### config.mk
export PLATFORM = sky130hd
export DESIGN_NAME = ad9364_dac_pattern_gen
export DESIGN_NICKNAME = d
export VERILOG_FILES = /design/src/rtl/ad9364_dac_pattern_gen.sv
export SDC_FILE = /design/constraint.sdc
export NUM_CORES = 1
export LEC_CHECK = 0
export BUFFER_PORTS_ARGS = -buffer_cell sky130_fd_sc_hd__buf_2
export CORE_AREA = 5 5 115 128
export DETAILED_ROUTE_END_ITERATION = 8
export DIE_AREA = 0 0 120 133
export PLACE_DENSITY = 0.78
export SLEW_MARGIN = 20
export SYNTH_ARGS = -nofsm -noshare
export SYNTH_HDL_FRONTEND = slang
export SYNTH_SLANG_ARGS = --single-unit
### constraint.sdc
create_clock -name clk -period 4 [get_ports clk]
set_clock_uncertainty 0.05 [all_clocks]
set_input_delay 1 -clock clk [delete_from_list [all_inputs] [get_ports clk]]
set_output_delay 1 -clock clk [all_outputs]
set_load 0.02 [all_outputs]
### src/rtl/ad9364_dac_pattern_gen.sv
// -----------------------------------------------------------------------------
// ad9364_dac_pattern_gen
// Test-pattern source for the AD9364 DAC path. Emits constant, square, ramp or
// PN15 I/Q samples, strobed at the interface cadence: every 2 cycles in
// one-channel mode, every 4 cycles in two-channel mode.
//
// Ports
//   clk, rst           single clock, synchronous active-high reset
//   enable             run generator; low drops strobes and restarts patterns
//   mode               0 constant, 1 square, 2 ramp, 3 PN15
//   r1_mode            1 = one channel (1R1T), 0 = two channels
//   half_period        square half-period in samples (0 behaves as 1)
//   ramp_step          ramp increment per sample
//   const_i, const_q   constant-mode sample values
//   dac_valid          one-cycle sample strobe
//   dac_data_i1/q1/i2/q2  sample words, updated only on strobes
//   dac_r1_mode        channel mode latched at the last strobe
// -----------------------------------------------------------------------------
module ad9364_dac_pattern_gen #(
  parameter int DATA_WIDTH   = 12,
  parameter int NUM_CHANNELS = 2,
  parameter int DIV_WIDTH    = 16
) (
  input  logic                  clk,
  input  logic                  rst,
  input  logic                  enable,
  input  logic [1:0]            mode,
  input  logic                  r1_mode,
  input  logic [DIV_WIDTH-1:0]  half_period,
  input  logic [DATA_WIDTH-1:0] ramp_step,
  input  logic [DATA_WIDTH-1:0] const_i,
  input  logic [DATA_WIDTH-1:0] const_q,
  output logic                  dac_valid,
  output logic [DATA_WIDTH-1:0] dac_data_i1,
  output logic [DATA_WIDTH-1:0] dac_data_q1,
  output logic [DATA_WIDTH-1:0] dac_data_i2,
  output logic [DATA_WIDTH-1:0] dac_data_q2,
  output logic                  dac_r1_mode
);

  localparam logic [14:0]           LFSR_INIT = 15'h7FFF;
  localparam logic [DATA_WIDTH-1:0] Q_OFFSET  = {2'b01, {(DATA_WIDTH-2){1'b0}}};

  // Full-scale square amplitude; phase 0 is the positive half.
  function automatic logic [DATA_WIDTH-1:0] square_word(input logic neg);
    return neg ? {1'b1, {(DATA_WIDTH-1){1'b0}}} : {1'b0, {(DATA_WIDTH-1){1'b1}}};
  endfunction

  logic [1:0]            cad_q, cad_d;
  logic                  valid_q, valid_d;
  logic                  r1e_q, r1e_d;
  logic [1:0]            mode_q, mode_d;
  logic                  phase_q, phase_d;
  logic [DIV_WIDTH-1:0]  cnt_q, cnt_d;
  logic [DATA_WIDTH-1:0] acc_q, acc_d;
  logic [14:0]           lfsr_q, lfsr_d;
  logic [DATA_WIDTH-1:0] i1_q, i1_d, q1_q, q1_d, i2_q, i2_d, q2_q, q2_d;

  logic                  r1e_in;
  logic                  restart;
  logic [1:0]            cad_last;
  logic [DIV_WIDTH-1:0]  cnt_last;
  // Pattern state as seen by this cycle: a mode change restarts the pattern
  // immediately, so a strobe on the change cycle already carries sample 0.
  logic                  ph;
  logic [DIV_WIDTH-1:0]  cn;
  logic [DATA_WIDTH-1:0] ac;
  logic [14:0]           lf;

  always_comb begin
    r1e_in   = (NUM_CHANNELS == 1) ? 1'b1 : r1_mode;
    restart  = (mode != mode_q);
    cad_last = r1e_q ? 2'd1 : 2'd3;
    cnt_last = (half_period == '0) ? '0 : half_period - DIV_WIDTH'(1);
    ph       = restart ? 1'b0      : phase_q;
    cn       = restart ? '0        : cnt_q;
    ac       = restart ? '0        : acc_q;
    lf       = restart ? LFSR_INIT : lfsr_q;

    cad_d   = cad_q;
    valid_d = 1'b0;
    r1e_d   = r1e_q;
    mode_d  = mode;
    phase_d = phase_q;
    cnt_d   = cnt_q;
    acc_d   = acc_q;
    lfsr_d  = lfsr_q;
    i1_d    = i1_q;
    q1_d    = q1_q;
    i2_d    = i2_q;
    q2_d    = q2_q;

    if (!enable) begin
      cad_d   = 2'd0;
      phase_d = 1'b0;
      cnt_d   = '0;
      acc_d   = '0;
      lfsr_d  = LFSR_INIT;
    end else if (cad_q == 2'd0) begin
      // Strobe: latch channel mode, emit one sample, advance pattern state.
      valid_d = 1'b1;
      r1e_d   = r1e_in;
      cad_d   = 2'd1;
      case (mode)
        2'd0: begin i1_d = const_i;          q1_d = const_q;       end
        2'd1: begin i1_d = square_word(ph);  q1_d = '0;            end
        2'd2: begin i1_d = ac;               q1_d = ac + Q_OFFSET; end
        2'd3: begin i1_d = lf[DATA_WIDTH-1:0]; q1_d = ~lf[DATA_WIDTH-1:0]; end
      endcase
      i2_d = r1e_in ? '0 : ~i1_d;
      q2_d = r1e_in ? '0 : ~q1_d;
      // >= keeps the divider bounded if half_period shrinks mid-run.
      if (cn >= cnt_last) begin
        cnt_d   = '0;
        phase_d = ~ph;
      end else begin
        cnt_d   = cn + DIV_WIDTH'(1);
        phase_d = ph;
      end
      acc_d  = ac + ramp_step;
      lfsr_d = {lf[13:0], lf[14] ^ lf[13]};
    end else begin
      cad_d = (cad_q == cad_last) ? 2'd0 : cad_q + 2'd1;
      if (restart) begin
        phase_d = 1'b0;
        cnt_d   = '0;
        acc_d   = '0;
        lfsr_d  = LFSR_INIT;
      end
    end
  end

  always_ff @(posedge clk) begin
    if (rst) begin
      cad_q   <= 2'd0;
      valid_q <= 1'b0;
      r1e_q   <= 1'b1;
      mode_q  <= 2'd0;
      phase_q <= 1'b0;
      cnt_q   <= '0;
      acc_q   <= '0;
      lfsr_q  <= LFSR_INIT;
      i1_q    <= '0;
      q1_q    <= '0;
      i2_q    <= '0;
      q2_q    <= '0;
    end else begin
      cad_q   <= cad_d;
      valid_q <= valid_d;
      r1e_q   <= r1e_d;
      mode_q  <= mode_d;
      phase_q <= phase_d;
      cnt_q   <= cnt_d;
      acc_q   <= acc_d;
      lfsr_q  <= lfsr_d;
      i1_q    <= i1_d;
      q1_q    <= q1_d;
      i2_q    <= i2_d;
      q2_q    <= q2_d;
    end
  end

  assign dac_valid   = valid_q;
  assign dac_data_i1 = i1_q;
  assign dac_data_q1 = q1_q;
  assign dac_data_i2 = i2_q;
  assign dac_data_q2 = q2_q;
  assign dac_r1_mode = r1e_q;

endmodule

==> flow_metrics.tcl <==
set metrics [dict create \
    dpl.cell_count 953 \
    p_sw_uw 649.6 \
    ys_types 66 \
    crit_arrival_ns 3.93 \
    reg2reg_from "mode_q[1]$_SDFF_PP0_" \
    track_usage 0.1888 \
    fin_ws_ns 0.2889 \
    place_ws_ns -0.08803 \
    n_antenna_cell 0 \
    cp_num_buf_inv 3 \
    path_cells "buf_2 > nor3_1 > nand2b_1 > nor3_1 > nand4_1 > buf_4 > nand2_1 > ha_1 > and2_1 > a221oi_4 > o31ai_2 > a221oi_4 > a21oi_4 > buf_4 > nor3_2" \
    grt_pass1_vias 4972 \
    worstSetupEndpointType "flip-flop" \
    final_layout_size_suffix_gt1_frac 0.2244 \
    synth_area_um2 5853 \
    p_clk_frac 0.360 \
    grt_max_degree 53 \
    synth.area.top_cells "dfxtp_1, ha_1, nand2_1, nor2_1, mux2i_1" \
    hp-start "cad_q[0]$_SDFF_PP0_" \
    utilization 0.5152 \
    p_total_uw 2278 \
    reg2regPathDepth 11 \
    cp.required_ns 4.22 \
    cellPowerDensity_nw_per_um2 328.5 \
    slew_viol_final 0 \
    cts_buffer_depth 2 \
    die_h_um 133 \
    yosysTopAreaCellShare 0.3352 \
    async_flop_share 0 \
    grt_first_pass_wirelength_mm 24.78 \
    power_leakage_uw 0.003223 \
    ir_worst_vdd_mv 0.2627 \
    start_kind "input port" \
    ys_seq_area_frac 0.3352 \
    cts_tree "built" \
    numCtsBuffers 9 \
    syn_inst 703 \
    max-slew-margin-rel 0.4442 \
    hpwlAfterDp_mm 11.73 \
    intPower_uw 1628 \
    drv_cap 0 \
    start_util 0.4350 \
    crit_slowest_cell "a221oi_4" \
    row_count 45 \
    postSynthAreaPerCell_um2 8.326 \
    core_um2 13460 \
    yosys_warnings 0 \
    grt-ovfl-total 0 \
    cts_root_buffer "clkbuf_16" \
    firstDrtPassIters 7 \
    ys.flop_type "dfxtp_1" \
    clkSinkCount 98 \
    setup_viol 0 \
    p_sw_frac 0.2852 \
    ios 108 \
    dr.first_iter.drc_count 559 \
    yosys_register_bits 98 \
    fmaxAchievable_mhz 269.5 \
    min_path_type "flip-flop to flip-flop" \
    vias 5457 \
    hold_viol 0 \
    die-width_um 120 \
    reg2reg_slack_ns 0.90 \
    fin_cells 975 \
    pwr-share-comb 0.184 \
    min_to "cad_q[0]$_SDFF_PP0_" \
    htree_levels 3 \
    final_nets 897 \
    min_path_cells 1 \
    syn_to_final_growth_pct 18.45 \
    power_frac_seq 0.456 \
    status "complete, no violations" \
    grt_setup_unrepaired "no" \
    gp_congestion 0.8484 \
    port_buffers 107 \
    synth_top_area_cell "dfxtp_1" \
    drc 0 \
    fin_crit_sh 0.9278 \
    routedWlPerCell_um 15.94 \
    cpLargestDelayFamily "simple AND/OR/NAND/NOR gates" \
    r2r_end "cnt_q[8]$_SDFF_PP0_" \
    routed_wirelength_mm 15.54 \
    holdWs_ns 0.3845 \
    crit_type "input port to flip-flop" \
    cp_max_fo 15 \
    min_period_ns 3.711 \
    insertion_delay_ns 0.34 \
    synth_edf_count 0 \
    path_clk_slew_ns 0.07 \
    worstMarginPinSlew_ns 0.8320 \
    crit_start "half_period[9]" \
    die-area_um2 15960 \
    postRouteAntennaNets 0 \
    antenna_found_initial 0 \
    critical-path-max-stage-delay_ns 0.41 \
    syn_nets 793 \
    vias_per_cell 5.597 \
]
## worst register-to-register path, stage by stage, from the launching register on
cell and delay (ns):
dfxtp_1 0.48, xor2_4 0.18, nor2_2 0.25, nand2_1 0.16, ha_1 0.31, nand2b_4 0.15
a2111oi_4 0.37, o31ai_2 0.16, a221oi_4 0.41, a21oi_4 0.19, buf_4 0.19, nor3_2 0.13
## layout by cell type, fill, tap and decap left out, drive strengths merged, types with 16 or more instances in the layout
cell	Yosys	final
nand3	16	16
nor2	82	82
and3	30	30
dfxtp	98	98
buf	14	139
inv	15	16
mux2i	29	29
nor3	42	42
ha	31	31
xnor2	19	19
xor2	18	18
a21oi	44	44
nand2	87	87
## per-layer routing
layer,routed length (µm),up-vias,global-route usage
met5,0,-,0
met4,487,0,0.09039
met3,964,30,0.02993
met2,7091,194,0.2940
met1,6999,2521,0.2547
li1,-,2712,-
## synth_stat cells (4+ instances only)
library cell	instances
a21oi_1	42
a2bb2oi_1	10
mux2i_1	29
nor2b_1	13
nand2_1	87
nor3_2	11
a41oi_1	9
nor3_1	31
ha_1	31
inv_1	14
and2_1	4
buf_1	5
o21ai_0	9
nand2b_1	5
nand4_1	5
clkbuf_1	32
a21o_1	10
a211oi_1	7
nand3_1	14
dfxtp_1	98
a2111oi_0	9
nor2_1	81
xor2_1	17
a22oi_1	13
xnor2_1	17
buf_2	7
o22ai_1	9
and3_1	30
## how the worst max path moves through the flow
| stage | endpoint | slack [ns] | cells after the start |
|---|---|---|---|
| 5_1_grt | cnt_q[13]$_SDFF_PP0_ | 0.06 | 15 |
| 6_report | cnt_q[8]$_SDFF_PP0_ | 0.29 | 15 |
| 2_1_floorplan | cnt_q[10]$_SDFF_PP0_ | 0.25 | 13 |
| 4_1_cts | phase_q$_SDFF_PP0_ | 0.26 | 14 |
| 3_3_place_gp | phase_q$_SDFF_PP0_ | 0.10 | 14 |
| 3_5_place_dp | phase_q$_SDFF_PP0_ | -0.09 | 14 |
## power by group through the flow
stage | logic, µW | clock network (µW) | registers, µW
2_1_floorplan | 237 | 0 | 1090
3_3_place_gp | 410 | 0 | 1060
3_5_place_dp | 416 | 0 | 1060
4_1_cts | 417 | 829 | 1040
5_1_grt | 458 | 870 | 1040
6_report | 419 | 819 | 1040
## sequential cells by signal, indices dropped and copies added, names as in the netlist
register / cells
mode_q: 2
cad_q: 2
dac_r1_mode: 1
dac_valid: 1
dac_data_q2: 12
phase_q: 1
acc_q: 12
dac_data_i2: 12
dac_data_q1: 12
cnt_q: 16
dac_data_i1: 12
lfsr_q: 15
## area by class of cell
class                   instances  area [µm²]
fillers                      1262        6524
clock buffers                  11       252.7
repair buffers                139       788.3
inverters                      16       60.06
clock inverters                 4       26.28
multi-input cells             543        3638
well taps                     164       205.2
flip-flops and latches         98        1962
## through the flow
step	instance area (µm²)	TNS (ns)
floorplan	5853	0
global placement	6601	0
detailed placement	6601	-0.2185
CTS	6880	0
global route	6933	0
finish	6933	0
## cell families after synthesis
kind of cell	after synthesis	synth area share
XOR/XNOR	37	0.06306
AND/OR/NAND/NOR	299	0.2537
flip-flops	98	0.3352
AO/OA/AOI/OAI	145	0.1836
multiplexers	30	0.05152
buffers and inverters	62	0.04318
adder cells (fa/ha/maj)	32	0.06969
## repair_timing
| item | CTS | global route |
|---|---|---|
| hold buffers | 0 | 0 |
| setup endpoints to repair | 0 | 1 |
| resized for setup | 0 | 0 |
| setup buffers | 0 | 7 |
No activity file was read; power rests on OpenSTA's default activity.
